<file path="src/rtl/aha_sif_axi_pkg.sv">
// Shared constants for the SIF <-> AXI bridges: FSM state encodings and fixed AXI field values.
package aha_sif_axi_pkg;

    localparam logic [2:0] StIdle   = 3'd0;
    localparam logic [2:0] StWrReq  = 3'd1;
    localparam logic [2:0] StWrResp = 3'd2;
    localparam logic [2:0] StRdReq  = 3'd3;
    localparam logic [2:0] StRdResp = 3'd4;

    localparam logic [1:0] BURST_INCR                  = 2'b01;
    localparam logic [2:0] SIZE_8B                     = 3'd3;
    localparam logic [3:0] CACHE_BUFFERABLE_MODIFIABLE = 4'b0011;
    localparam logic [1:0] RESP_OKAY                   = 2'b00;

    function automatic logic resp_is_err(input logic [1:0] resp);
        return resp != RESP_OKAY;
    endfunction

endpackage

</file>
<file path="src/rtl/aha_sif_rr_arbiter.sv">
// Two-way round-robin request arbiter between a SIF write and a SIF read requester.
module aha_sif_rr_arbiter (
    input  logic clk_i,
    input  logic rst_i,
    input  logic en_i,
    input  logic wr_req_i,
    input  logic rd_req_i,
    output logic wr_rdy_o,
    output logic rd_rdy_o
);

    logic prio_wr_q, prio_wr_d;

    always_comb begin
        wr_rdy_o  = en_i & (!rd_req_i | prio_wr_q);
        rd_rdy_o  = en_i & (!wr_req_i | !prio_wr_q);
        prio_wr_d = prio_wr_q;
        // Priority only moves when a grant was actually contended.
        if (en_i & wr_req_i & rd_req_i) begin
            prio_wr_d = !prio_wr_q;
        end
    end

    always_ff @(posedge clk_i or posedge rst_i) begin
        if (rst_i) begin
            prio_wr_q <= 1'b1;
        end else begin
            prio_wr_q <= prio_wr_d;
        end
    end

endmodule

</file>
<file path="src/rtl/aha_sif_to_axi_master.sv">
// SIF requester to single-beat AXI4 master bridge, one transaction outstanding.
// Optional AHA_SIF2AXI_ERR_ADDR_EN adds ERR_ADDR/ERR_IS_WR capture of the first error.
module aha_sif_to_axi_master
    import aha_sif_axi_pkg::*;
#(
    parameter int unsigned ADDR_WIDTH = 32,
    parameter int unsigned ID_WIDTH   = 4,
    parameter int unsigned AXI_ID     = 0
) (
    input  logic                  CLK,
    input  logic                  RESET,
    input  logic                  SIF_WR_EN,
    output logic                  SIF_WR_READY,
    input  logic [ADDR_WIDTH-1:0] SIF_WR_ADDR,
    input  logic [63:0]           SIF_WR_DATA,
    input  logic [7:0]            SIF_WR_STRB,
    output logic                  SIF_WR_DONE,
    input  logic                  SIF_RD_EN,
    output logic                  SIF_RD_READY,
    input  logic [ADDR_WIDTH-1:0] SIF_RD_ADDR,
    output logic [63:0]           SIF_RD_DATA,
    output logic                  SIF_RD_VALID,
    output logic                  ERR,
`ifdef AHA_SIF2AXI_ERR_ADDR_EN
    output logic [ADDR_WIDTH-1:0] ERR_ADDR,
    output logic                  ERR_IS_WR,
`endif
    input  logic                  ERR_CLR,
    output logic [ID_WIDTH-1:0]   AWID,
    output logic [ADDR_WIDTH-1:0] AWADDR,
    output logic [7:0]            AWLEN,
    output logic [2:0]            AWSIZE,
    output logic [1:0]            AWBURST,
    output logic                  AWLOCK,
    output logic [3:0]            AWCACHE,
    output logic [2:0]            AWPROT,
    output logic                  AWVALID,
    input  logic                  AWREADY,
    output logic [63:0]           WDATA,
    output logic [7:0]            WSTRB,
    output logic                  WLAST,
    output logic                  WVALID,
    input  logic                  WREADY,
    input  logic [ID_WIDTH-1:0]   BID,
    input  logic [1:0]            BRESP,
    input  logic                  BVALID,
    output logic                  BREADY,
    output logic [ID_WIDTH-1:0]   ARID,
    output logic [ADDR_WIDTH-1:0] ARADDR,
    output logic [7:0]            ARLEN,
    output logic [2:0]            ARSIZE,
    output logic [1:0]            ARBURST,
    output logic                  ARLOCK,
    output logic [3:0]            ARCACHE,
    output logic [2:0]            ARPROT,
    output logic                  ARVALID,
    input  logic                  ARREADY,
    input  logic [ID_WIDTH-1:0]   RID,
    input  logic [63:0]           RDATA,
    input  logic [1:0]            RRESP,
    input  logic                  RLAST,
    input  logic                  RVALID,
    output logic                  RREADY
);

    logic [2:0]            state_q, state_d;
    logic [ADDR_WIDTH-1:0] addr_q, addr_d;
    logic [63:0]           wdata_q, wdata_d;
    logic [7:0]            wstrb_q, wstrb_d;
    logic                  awvalid_q, awvalid_d;
    logic                  wvalid_q, wvalid_d;
    logic                  arvalid_q, arvalid_d;
    logic [63:0]           rd_data_q, rd_data_d;
    logic                  rd_valid_q, rd_valid_d;
    logic                  err_q, err_d;
    logic                  new_err;
    logic                  wr_rdy, rd_rdy;
    logic                  unused_axi_in;

    assign unused_axi_in = ^{BID, RID, RLAST};

    // Readies are held low during reset so nothing is accepted while RESET is high.
    aha_sif_rr_arbiter u_arb (
        .clk_i    (CLK),
        .rst_i    (RESET),
        .en_i     ((state_q == StIdle) & !RESET),
        .wr_req_i (SIF_WR_EN),
        .rd_req_i (SIF_RD_EN),
        .wr_rdy_o (wr_rdy),
        .rd_rdy_o (rd_rdy)
    );

    always_comb begin
        state_d    = state_q;
        addr_d     = addr_q;
        wdata_d    = wdata_q;
        wstrb_d    = wstrb_q;
        awvalid_d  = awvalid_q;
        wvalid_d   = wvalid_q;
        arvalid_d  = arvalid_q;
        rd_data_d  = rd_data_q;
        rd_valid_d = 1'b0;
        new_err    = 1'b0;
        case (state_q)
            StIdle: begin
                if (SIF_WR_EN & wr_rdy) begin
                    addr_d    = SIF_WR_ADDR;
                    wdata_d   = SIF_WR_DATA;
                    wstrb_d   = SIF_WR_STRB;
                    awvalid_d = 1'b1;
                    wvalid_d  = 1'b1;
                    state_d   = StWrReq;
                end else if (SIF_RD_EN & rd_rdy) begin
                    addr_d    = SIF_RD_ADDR;
                    arvalid_d = 1'b1;
                    state_d   = StRdReq;
                end
            end
            StWrReq: begin
                if (AWREADY) awvalid_d = 1'b0;
                if (WREADY) wvalid_d = 1'b0;
                if ((!awvalid_q | AWREADY) & (!wvalid_q | WREADY)) begin
                    state_d = StWrResp;
                end
            end
            StWrResp: begin
                if (BVALID) begin
                    new_err = resp_is_err(BRESP);
                    state_d = StIdle;
                end
            end
            StRdReq: begin
                if (ARREADY) begin
                    arvalid_d = 1'b0;
                    state_d   = StRdResp;
                end
            end
            StRdResp: begin
                if (RVALID) begin
                    rd_data_d  = RDATA;
                    rd_valid_d = 1'b1;
                    new_err    = resp_is_err(RRESP);
                    state_d    = StIdle;
                end
            end
            default: state_d = StIdle;
        endcase
        // A new error beats a simultaneous clear.
        err_d = new_err | (err_q & !ERR_CLR);
    end

    always_ff @(posedge CLK or posedge RESET) begin
        if (RESET) begin
            state_q    <= StIdle;
            addr_q     <= '0;
            wdata_q    <= '0;
            wstrb_q    <= '0;
            awvalid_q  <= 1'b0;
            wvalid_q   <= 1'b0;
            arvalid_q  <= 1'b0;
            rd_data_q  <= '0;
            rd_valid_q <= 1'b0;
            err_q      <= 1'b0;
        end else begin
            state_q    <= state_d;
            addr_q     <= addr_d;
            wdata_q    <= wdata_d;
            wstrb_q    <= wstrb_d;
            awvalid_q  <= awvalid_d;
            wvalid_q   <= wvalid_d;
            arvalid_q  <= arvalid_d;
            rd_data_q  <= rd_data_d;
            rd_valid_q <= rd_valid_d;
            err_q      <= err_d;
        end
    end

`ifdef AHA_SIF2AXI_ERR_ADDR_EN
    logic [ADDR_WIDTH-1:0] err_addr_q, err_addr_d;
    logic                  err_is_wr_q, err_is_wr_d;

    always_comb begin
        err_addr_d  = err_addr_q;
        err_is_wr_d = err_is_wr_q;
        if (ERR_CLR) begin
            err_addr_d  = '0;
            err_is_wr_d = 1'b0;
        end
        // A clear in the same cycle re-arms capture for the incoming error.
        if (new_err & (!err_q | ERR_CLR)) begin
            err_addr_d  = addr_q;
            err_is_wr_d = (state_q == StWrResp);
        end
    end

    always_ff @(posedge CLK or posedge RESET) begin
        if (RESET) begin
            err_addr_q  <= '0;
            err_is_wr_q <= 1'b0;
        end else begin
            err_addr_q  <= err_addr_d;
            err_is_wr_q <= err_is_wr_d;
        end
    end

    assign ERR_ADDR  = err_addr_q;
    assign ERR_IS_WR = err_is_wr_q;
`endif

    assign SIF_WR_READY = wr_rdy;
    assign SIF_RD_READY = rd_rdy;
    assign SIF_WR_DONE  = (state_q == StWrResp) & BVALID;
    assign SIF_RD_DATA  = rd_data_q;
    assign SIF_RD_VALID = rd_valid_q;
    assign ERR          = err_q;

    assign AWID    = ID_WIDTH'(AXI_ID);
    assign AWADDR  = addr_q;
    assign AWLEN   = 8'd0;
    assign AWSIZE  = SIZE_8B;
    assign AWBURST = BURST_INCR;
    assign AWLOCK  = 1'b0;
    assign AWCACHE = CACHE_BUFFERABLE_MODIFIABLE;
    assign AWPROT  = 3'b000;
    assign AWVALID = awvalid_q;
    assign WDATA   = wdata_q;
    assign WSTRB   = wstrb_q;
    assign WLAST   = 1'b1;
    assign WVALID  = wvalid_q;
    assign BREADY  = (state_q == StWrResp);

    assign ARID    = ID_WIDTH'(AXI_ID);
    assign ARADDR  = addr_q;
    assign ARLEN   = 8'd0;
    assign ARSIZE  = SIZE_8B;
    assign ARBURST = BURST_INCR;
    assign ARLOCK  = 1'b0;
    assign ARCACHE = CACHE_BUFFERABLE_MODIFIABLE;
    assign ARPROT  = 3'b000;
    assign ARVALID = arvalid_q;
    assign RREADY  = (state_q == StRdResp);

endmodule
</file>
<file path="config.mk">
export PLATFORM = sky130hd
export DESIGN_NAME = aha_sif_to_axi_master
export DESIGN_NICKNAME = d
export VERILOG_FILES = /design/src/rtl/aha_sif_axi_pkg.sv /design/src/rtl/aha_sif_rr_arbiter.sv /design/src/rtl/aha_sif_to_axi_master.sv
export SDC_FILE = /design/constraint.sdc
export NUM_CORES = 1
export LEC_CHECK = 0
export CAP_MARGIN = 0
export CELL_PAD_IN_SITES_DETAIL_PLACEMENT = 0
export CELL_PAD_IN_SITES_GLOBAL_PLACEMENT = 1
export CORE_ASPECT_RATIO = 0.5
export CORE_UTILIZATION = 28
export CTS_CLUSTER_SIZE = 30
export DETAILED_ROUTE_END_ITERATION = 6
export HOLD_SLACK_MARGIN = 0.1
export PLACE_DENSITY = 0.94
export SETUP_SLACK_MARGIN = 0.02
export SLEW_MARGIN = 20
export SYNTH_ARGS = -nofsm -noshare
export SYNTH_HDL_FRONTEND = slang
export SYNTH_SLANG_ARGS = --single-unit
</file>
<file path="constraint.sdc">
create_clock -name CLK -period 11.1 [get_ports CLK]
set_clock_uncertainty 0.2 [all_clocks]
set_input_delay 2.22 -clock CLK [delete_from_list [all_inputs] [get_ports CLK]]
set_output_delay 2.22 -clock CLK [all_outputs]
set_load 0.02 [all_outputs]
</file>
# [After elaboration in Yosys (flattened, before gate mapping)]
# Cells that the tools add are included.
[word_totals] reg_bits=177 inputBits=223 wordCells=83
[op_classes] bitwise=15 n_reduce_logical=20 muxes=23 n_eq_ne=14
[op_table] op="32-bit two-way mux" n=2
[op_table] op="3-bit two-way mux" n=6
[op_table] op="3-bit one-hot mux with 5 select lines" n=1
[op_table] op="2-bit != test, second input constant" n=7
[op_table] op="1-bit bitwise AND" n=10
[op_table] op="1-bit two-way mux" n=10
[op_table] op="2-bit nonzero test" n=5
[op_table] op="1-bit one-hot mux with 2 select lines" n=4
[op_table] op="1-bit zero test" n=7
[op_table] op="3-bit by 2-bit equality test with 1-bit output, second input constant" n=2
[op_table] op="2-bit AND reduction" n=3
[op_table] op="3-bit AND reduction" n=2
[op_table] op="1-bit OR" n=5
[op_table] op="5-bit AND reduction" n=1
[op_table] op="2-bit by 1-bit != test with 1-bit output, second input constant" n=2
[op_table] op="4-bit AND reduction" n=1
[op_table] op="3-bit by 1-bit equality test with 1-bit output, second input constant" n=1
[op_table] op="3-bit equality test, second input constant" n=1
[op_table] op="3-bit zero test" n=1
[op_table] op="3-bit by 1-bit != test with 1-bit output, second input constant" n=1

# [Longest topological paths before layout]
# Gate-level depths: netlist of the first run.
[logic_depth] ltp_word=7 depth_mapped=7 ltp_nobuf=4

# [By module]
# From an unflattened synthesis of the first run, not the netlist that was laid out.
[hier_totals] hier_cells=531 hier_area_um2=8017.7
[by_module_without_submodules] module="aha_sif_to_axi_master" area_per_inst_um2=7955.1 cells_each=524 instances=1
[by_module_without_submodules] module="aha_sif_rr_arbiter" area_per_inst_um2=62.6 cells_each=7 instances=1

# [Worst setup path before layout of the first run]
# No wires, ideal clock.
[synth_path] path_type="input to output" start="input RESET" end="output SIF_RD_READY" path_slack_ns=5.857 n_path_buf=0 arrival_time_ns=2.823 cell_stages=2 path_cell_list="nor4_4 > and2_1"
[synth_between] elab_chain_cells=3
[synth_rtl] element="start: declaration" line_no="aha_sif_to_axi_master.sv:11" text="input logic RESET,"
[synth_rtl] element="1-bit zero test (no source line)"
[synth_rtl] element="1-bit bitwise AND" line_no="aha_sif_to_axi_master.sv:86" text=".en_i ((state_q == StIdle) & !RESET),"
[synth_rtl] element="1-bit bitwise AND" line_no="aha_sif_rr_arbiter.sv:16" text="rd_rdy_o = en_i & (!wr_req_i | !prio_wr_q);"
[synth_rtl] element="end: declaration" line_no="aha_sif_to_axi_master.sv:19" text="output logic SIF_RD_READY,"
# Every way passes these cells.

# [Worst setup path after layout of the first run]
# Ends and elaborated chain as after synthesis.

==> results of run 1 <==
registers in the layout, indices dropped and copies added, names as in the netlist:
signal and cells:
WSTRB 8, ARVALID 1, WVALID 1, ERR 1, SIF_RD_VALID 1, WDATA 64
ARADDR 32, u_arb.prio_wr_q 1, SIF_RD_DATA 64, state_q 3, AWVALID 1
metal layers:
metal | track usage (%) | wire (µm)
met1 | 21.4 | 10200
met2 | 30.7 | 13200
met3 | 3.92 | 948
met4 | 5.28 | 381
met5 | 0 | 0
cells by family after synthesis:
family                 after synthesis  share of synthesized area, %
AO/OA/AOI/OAI                       46                          3.81
XOR/XNOR                             1                         0.114
buffers and inverters              127                          11.9
flip-flops                         177                          57.6
multiplexers                        65                          9.50
other                                2                        0.0977
AND/OR/NAND/NOR                    333                          17.0
report_power, final:
part	internal, mW	switching [mW]
sequential	0.937	0.207
combinational	0.832	0.876
clock	0.343	0.266
final cells by class:
type / instances / share of cell area, %
inverter: 6 / 0.243
multi-input combinational: 496 / 20.6
tap: 352 / 3.57
clock buffer: 19 / 3.67
timing repair buffer: 428 / 34.9
sequential: 177 / 35.9
clock inverter: 12 / 1.06
stage by stage:
| stage | hold slack [ps] | std cells |
|---|---|---|
| floorplan | 274 | 800 |
| global placement | 259 | 1457 |
| detailed placement | 262 | 1458 |
| CTS | 278 | 1489 |
| global route | 293 | 1490 |
| finish | 272 | 1490 |
cell usage in the layout, fill, tap and decap left out, drive strengths merged, types with 5 or more instances in the layout:
cell	count
dfrtp	176
clkdlybuf4s50	423
clkinv	7
mux2	64
clkbuf	19
o21ai	5
buf	5
a31oi	34
inv	8
nand2	284
nor2	35
conb	51
worst max-delay path by stage:
stage | start | end | slack, ps | cells past startpoint
after global placement | RESET | SIF_RD_READY | 4580 | 4
after detailed placement | RESET | SIF_RD_READY | 4550 | 4
final | RESET | SIF_RD_READY | 4540 | 4
after CTS | RESET | SIF_RD_READY | 4540 | 4
after floorplan | RESET | ARADDR[0] | 3880 | 1
after global routing | RESET | SIF_RD_READY | 4430 | 4
worst max-delay path, cell delays in order:
cell,delay (ps)
clkdlybuf4s50_1,600
nor4_4,470
and2_1,200
clkdlybuf4s50_1,630
==> qor.yml, run 1 <==
run_status:
  status: "finished clean"
cts:
  post_cts_buffers: 0
  clock-sinks: 177
  cts_tree: "yes"
  clock-root-buffer: "clkbuf_16"
  htree_num_levels: 4
  holdBufCountCts: 0
  clock_latency_ps: 440
  cts_resized: 0
  numCtsBuffers: 17
  clk_path_buf_depth: 2
  path_clk_slew_ps: 70
yosys:
  netlist_area_um2: 7690
  synth-async-reset-ratio_pct: 100
  netlist.top_cell.by_area: "dfrtp_1"
  synth.most_common_cell: "nand2_1"
  syn_inst: 751
  synth_common_cells: "nand2_1 (284), dfrtp_1 (176), buf_4 (90), mux2_2 (61), nor2_1 (35)"
  synth-warning-count: 0
  synth_top_flop_cell: "dfrtp_1"
  synth_seq_cells: 177
  synth_edf_count: 0
  avgSynthCellArea_um2: 10.2
  yosysUniqueCellTypes: 32
  yosysTopAreaCellShare_pct: 57.3
  synth.area.top_cells: "dfrtp_1 (57%), nand2_1 (14%), mux2_2 (8.9%), buf_4 (8.8%), a31oi_1 (2.8%)"
  synth.yosys.seq_area_share_pct: 57.6
hold_path:
  min_from: "WSTRB[1]"
  hp-class: "flip-flop to flip-flop"
  hold_depth: 2
  holdPathEnd: "WSTRB[1]"
route:
  drtIter0Drc: 397
  postRouteWirelength_mm: 24.8
  routedWlPerCell_um: 16.6
  post_drt_via_cell_ratio: 4.27
  dr.pass1.iters: 5
  drc: 0
  ant_nets: 0
  vias: 6358
layout:
  nNetsFinal: 1349
  utilization_pct: 46.2
  final_area_um2: 12300
  multi_input_area_um2: 2540
  antenna_cells: 0
  regArea_um2: 4430
  fillCellCount: 2450
  area_growth_pct: 60.5
  drive_gt1_share_pct: 9.31
floorplan:
  dieArea_um2: 28200
  num_rows: 42
  ios: 484
  die_h_um: 119
  start_util_pct: 28.8
  core_um2: 26700
  dieWidth_um: 236
sta:
  setup_viol: 0
  fin_ws_ps: 4540
  max_slew_margin_pct: 45.1
  slew_violations: 0
  period_minus_slack_ps: 6560
  period_share_pct: 59.1
  rsz0062_at_grt: "no"
  finalHoldViolations: 0
  fmax_mhz: 152
  totalNegativeSetupSlack_ps: 0
  worst_pin_slew_ps: 823
placement:
  dpl_cell_area_um2: 11700
  hpwlAfterDp_mm: 18.7
  place_ws_ps: 4550
  gp_congestion: 0.894
  port_buffers: 423
critical_path:
  endpoint_kind: "output port"
  ff2ff_setup_slack_ps: 8360
  critPathMaxFanout: 7
  cp.required_ps: 8680
  ff2ff_path_depth: 5
  crit_arrival_ps: 4140
  start_kind: "input port"
  timing.rr.start: "state_q[0]"
  path_class: "input port to output port"
  rr_endpoint: "ARADDR[31]"
pwr:
  ir_worst_vdd_mv: 0.110
  powerDensity_nw_per_um2: 280
  power_leakage_nw: 5.56
  finalPower_mw: 3.46
grt:
  grt_max_degree: 118
  antenna_found_initial: 0
  grt_pass1_vias: 6373
  grtUsageTotal_pct: 17.5
  grt_remaining_overflow: 0
  grt_pass1_wl_mm: 37.2
run:
  maxCapViolations: 0
(Power assumes the default switching activity.)
==> run 2: changes to the inputs <==
CORE_UTILIZATION = 24   (was 28)
PLACE_DENSITY = 0.87   (was 0.94)
clock period = 5.4 ns   (was 11.1 ns; I/O delays follow)
==> qor.yml, run 2 (same netlist as run 1, synthesis figures left out) <==
run_status:
  status: "finished clean"
cts:
  post_cts_buffers: 0  # unchanged
  holdBufCountCts: 0  # unchanged
  clk_path_buf_depth: 2  # unchanged
  cts_tree: "yes"
  htree_num_levels: 4  # unchanged
  numCtsBuffers: 17  # unchanged
  clock-root-buffer: "clkbuf_16"
  clock_latency_ps: 430  # about the same
  cts_resized: 0  # unchanged
  path_clk_slew_ps: 60  # about the same
  clock-sinks: 177  # unchanged
pwr:
  finalPower_mw: 7.12  # +110%
  p_sw_share_pct: 38.9  # -0.042 points
  p_int_mw: 4.34  # +110%
  switchingPower_mw: 2.77  # +110%
  p_seq_share_pct: 33.0  # about the same
  power_leakage_nw: 5.57  # +0.14%
  combPwrFrac_pct: 49.4  # about the same
  powerDensity_nw_per_um2: 571  # +100%
  ir_worst_vdd_mv: 0.171  # +54%
  p_clk_share_pct: 17.6  # about the same
route:
  drtIter0Drc: 366  # -7.8%
  postRouteWirelength_mm: 25.3  # +2.0%
  vias: 6282  # -1.2%
  post_drt_via_cell_ratio: 4.01  # -6.1%
  routedWlPerCell_um: 16.1  # -3.0%
  ant_nets: 0  # unchanged
  dr.pass1.iters: 4  # -1
  drc: 0  # unchanged
critical_path:
  cp_cell_sequence: "clkdlybuf4s50_1, nor4_4, and2_1, clkdlybuf4s50_1"
  cpPeakStageDelay_ps: 660  # +30 ps
  rr_endpoint: "ARADDR[24]"
  crit_arrival_ps: 2970  # -1170 ps
  cpLargestDelayFamily: "buffers and inverters"
  endpoint_kind: "output port"
  cp.required_ps: 4120  # -4560 ps
  timing.rr.start: "state_q[0]"
  cpMostUsedCell: "clkdlybuf4s50_1"
  path_class: "input port to output port"
  ff2ff_setup_slack_ps: 2650  # -5710 ps
  cp.buffers_inverters: 2  # unchanged
  start_kind: "input port"
  critPathMaxFanout: 7  # unchanged
  ff2ff_path_depth: 5  # unchanged
  slowest_stage: "clkdlybuf4s50_1"
sta:
  totalNegativeSetupSlack_ps: 0  # unchanged
  setup_viol: 0  # unchanged
  fmax_mhz: 235
  worst_pin_slew_ps: 902  # +78.4 ps
  slew_violations: 0  # unchanged
  period_minus_slack_ps: 4250
  period_share_pct: 78.7
  max_slew_margin_pct: 39.9  # -5.2 points
  fin_hold_ws_ps: 276  # +4.03 ps
  fin_ws_ps: 1150  # -3390 ps
  finalHoldViolations: 0  # unchanged
  rsz0062_at_grt: "no"
layout:
  layout_commonest_cell: "clkdlybuf4s50_1"
  fillCellCount: 2953  # +21%
  multi_input_area_um2: 2540  # unchanged
  antenna_cells: 0  # unchanged
  nNetsFinal: 1354  # +0.37%
  regArea_um2: 4430  # unchanged
  drive_gt1_share_pct: 9.62  # +0.30 points
  utilization_pct: 40.3  # -5.9 points
  most-common-layout-cells: "clkdlybuf4s50_1 (423), nand2_1 (284), dfrtp_1 (176), mux2_2 (61), conb_1 (51)"
  area_growth_pct: 62.1
grt:
  grt_max_degree: 95  # -19%
  grt_remaining_overflow: 0  # unchanged
  antenna_found_initial: 0  # unchanged
  grt_pass1_vias: 6152  # -3.5%
  grt_pass1_wl_mm: 36.8  # -1.2%
  grtUsageTotal_pct: 15.0  # -2.5 points
floorplan:
  die_h_um: 129  # +7.9%
  start_util_pct: 24.9  # -3.9 points
  ios: 484  # unchanged
  num_rows: 45  # +7.1%
  dieArea_um2: 32800  # +16%
  dieWidth_um: 255  # +7.9%
  core_um2: 30900  # +16%
hold_path:
  holdPathEnd: "WSTRB[3]"
  hold_depth: 2  # unchanged
  hp-class: "flip-flop to flip-flop"
  min_from: "WSTRB[3]"
run:
  maxCapViolations: 0  # unchanged
placement:
  place_ws_ps: 1160  # -3390 ps
  gp_congestion: 0.917  # +2.5%
  port_buffers: 423  # unchanged
  hpwlAfterDp_mm: 19.8  # +5.4%
## run 2: changes by cell type in the layout (fill, tap and decap cells not counted)
cell        previous run  this run
buf_12                 0         1
buf_16                 2         1
buf_4                  3         8
clkbuf_1               0         2
clkinv_2               4         2
clkinv_4               3         1
clkinvlp_4             1         4
inv_6                  2         3
inv_8                  1         0
## run 2: cell type report
class,instances,area share [%]
well taps,423,4.25
flip-flops and latches,177,35.6
clock buffers,21,3.70
inverters,6,0.211
clock inverters,11,1.02
repair buffers,433,34.8
multi-input cells,496,20.4
## run 2: through the flow
stage | instance area, µm² | std cells
6_report | 12500 | 1567
5_1_grt | 12500 | 1567
4_1_cts | 12400 | 1566
3_3_place_gp | 11800 | 1534
3_5_place_dp | 11800 | 1534
2_1_floorplan | 7880 | 800
## run 2: per-layer routing
metal,vias up,share of wire (%),track usage [%]
li1,3025,-,-
met1,3069,41,18.3
met2,158,53,26.2
met3,30,3.6,3.44
met4,0,1.9,4.97
met5,-,0,0
## run 2: worst max-delay path by stage
stage / start / end / cells after the start
final: RESET / SIF_RD_READY / 4
after CTS: RESET / SIF_RD_READY / 4
after detailed placement: RESET / SIF_RD_READY / 4
after global placement: RESET / SIF_RD_READY / 4
after global routing: RESET / SIF_RD_READY / 4
after floorplan: RESET / ARADDR[0] / 1
## run 2: worst reg2reg max path, delay by kind of cell (launching register included)
family,cells,cell delay (ps)
and+or+nand+nor,2,590
DFF,1,520
buffers and inverters,1,380
AOI/OAI and AO/OA,2,970
## run 2: power by group through the flow
| stage | clock network (mW) | registers, mW | logic (mW) |
|---|---|---|---|
| finish | 1.25 | 2.35 | 3.52 |
| floorplan | 0 | 3.00 | 1.17 |
| global route | 1.36 | 2.42 | 3.72 |
| detailed placement | 0 | 2.36 | 3.55 |
| CTS | 1.29 | 2.34 | 3.56 |
| global placement | 0 | 2.32 | 3.50 |
==> run 3: changes to the inputs <==
clock period = 3.7 ns   (was 5.4 ns; I/O delays follow)
==> qor.yml, run 3 (same netlist as run 1, synthesis figures left out) <==
run_status:
  status: "finished clean"
cts:
  clock_latency_ps: 440  # about the same
  numCtsBuffers: 17  # unchanged
  clock-sinks: 177  # unchanged
  holdBufCountCts: 0  # unchanged
  htree_num_levels: 4  # unchanged
  cts_resized: 0  # unchanged
  post_cts_buffers: 0  # unchanged
  clock-root-buffer: "clkbuf_16"
  path_clk_slew_ps: 60  # about the same
  cts_tree: "yes"
  clk_path_buf_depth: 2  # unchanged
grt:
  grt_pass1_wl_mm: 37.8  # +2.7%
  grt_remaining_overflow: 0  # unchanged
  grt_pass1_vias: 6369  # +3.5%
  antenna_found_initial: 0  # unchanged
  grtUsageTotal_pct: 15.5  # +0.44 points
  grt_max_degree: 67  # -29%
sta:
  max_slew_margin_pct: 45.1  # +5.2 points
  fmax_mhz: 296
  period_minus_slack_ps: 3380
  rsz0062_at_grt: "no"
  worst_pin_slew_ps: 822  # -79.6 ps
  finalHoldViolations: 0  # unchanged
  totalNegativeSetupSlack_ps: 0  # unchanged
  slew_violations: 0  # unchanged
  period_share_pct: 91.3
  fin_hold_ws_ps: 271  # -4.41 ps
  setup_viol: 0  # unchanged
placement:
  gp_congestion: 0.924  # +0.81%
  hpwlAfterDp_mm: 20.1  # +1.6%
  port_buffers: 423  # unchanged
  dpl_cell_area_um2: 12000  # +0.95%
route:
  ant_nets: 0  # unchanged
  drtIter0Drc: 346  # -5.5%
  vias: 6300  # +0.29%
  post_drt_via_cell_ratio: 4.01  # about the same
  routedWlPerCell_um: 16.3  # +1.0%
  drc: 0  # unchanged
  dr.pass1.iters: 5  # +1
  postRouteWirelength_mm: 25.6  # +1.3%
layout:
  final_area_um2: 12500  # +0.71%
  utilization_pct: 40.6  # +0.29 points
  drive_gt1_share_pct: 10.1  # +0.49 points
  antenna_cells: 0  # unchanged
  area_growth_pct: 63.2
  nNetsFinal: 1358  # +0.30%
  most-common-layout-cells: "clkdlybuf4s50_1 (423), nand2_1 (284), dfrtp_1 (176), mux2_2 (61), conb_1 (51)"
  layout_commonest_cell: "clkdlybuf4s50_1"
pwr:
  finalPower_mw: 10.4  # +47%
  powerDensity_nw_per_um2: 832  # +46%
  power_leakage_nw: 5.62  # +0.98%
  ir_worst_vdd_mv: 0.257  # +51%
critical_path:
  cp.required_ps: 2760  # -1360 ps
  crit_arrival_ps: 2440  # -530 ps
  cpMostUsedCell: "clkdlybuf4s50_1"
  cpPeakStageDelay_ps: 640  # -20 ps
  endpoint_kind: "output port"
  start_kind: "input port"
  slowest_stage: "clkdlybuf4s50_1"
  critPathMaxFanout: 3  # -4
  path_class: "input port to output port"
  cp_cell_sequence: "clkdlybuf4s50_1, nor4_4, and2_1, clkdlybuf4s50_1"
floorplan:
  num_rows: 45  # unchanged
  start_util_pct: 24.9  # unchanged
  dieWidth_um: 255  # unchanged
  ios: 484  # unchanged
  dieArea_um2: 32800  # unchanged
  core_um2: 30900  # unchanged
  die_h_um: 129  # unchanged
run:
  maxCapViolations: 0  # unchanged
hold_path:
  hp-class: "flip-flop to flip-flop"
## run 3: cell count changes in the layout (fill, tap and decap cells not counted)
cell	delta
inv_8	+1
buf_16	-1
buf_12	+6
inv_6	+2
clkbuf_8	-1
buf_4	-1
clkbuf_1	-2
clkinvlp_4	-3
clkinv_4	+1
clkinv_2	+2
## run 3: final timing paths
| kind | from | end | slack [ps] | depth (start not counted) |
|---|---|---|---|---|
| worst max register to register | state_q[0] | ARADDR[4] | 1330 | 6 |
| worst min-delay path | WDATA[5] | WDATA[5] | 270 | 2 |
| worst min register to register | WDATA[5] | WDATA[5] | 270 | 2 |
| worst max-delay path | RESET | SIF_RD_READY | 320 | 4 |
| min in group asynchronous | RESET | ARADDR[23] | 700 | 2 |
| max in group asynchronous | RESET | SIF_RD_DATA[17] | 1670 | 3 |
## run 3: area by class of cell
| cell class | instances | area, µm² |
|---|---|---|
| Tap cell | 423 | 529 |
| Sequential cell | 177 | 4430 |
| Timing Repair Buffer | 437 | 4430 |
| Inverter | 6 | 26.3 |
| Multi-Input combinational cell | 496 | 2540 |
| Clock buffer | 18 | 439 |
| Clock inverter | 14 | 153 |
| Fill cell | 2925 | 18400 |
## run 3: per-stage QoR
stage                     instances  setup slack (ps)
after global routing           1571               253
after detailed placement       1539               337
final                          1571               323
after floorplan                 800               494
after CTS                      1571               327
after global placement         1539               343
## run 3: power breakdown
group,internal [mW],leakage [nW],total (mW),switching (mW)
clock network,1.02,0.298,1.84,0.816
logic,2.52,3.14,5.18,2.66
registers,2.81,2.19,3.42,0.610
total,6.36,5.62,10.4,4.08
## run 3: per-layer routing
metal  track usage (%)  routed length [µm]  vias to the layer above
met5                 0                   0                        -
met3              3.03                 882                       33
met2              27.2               13700                      148
met4              5.07                 476                        0
met1              19.0               10600                     3084
li1                  -                   -                     3035
## run 3: worst max-delay path: cells and delay by family
family	cells	cell delay (ps)
and+or+nand+nor	2	540
buffers and inverters	2	1150
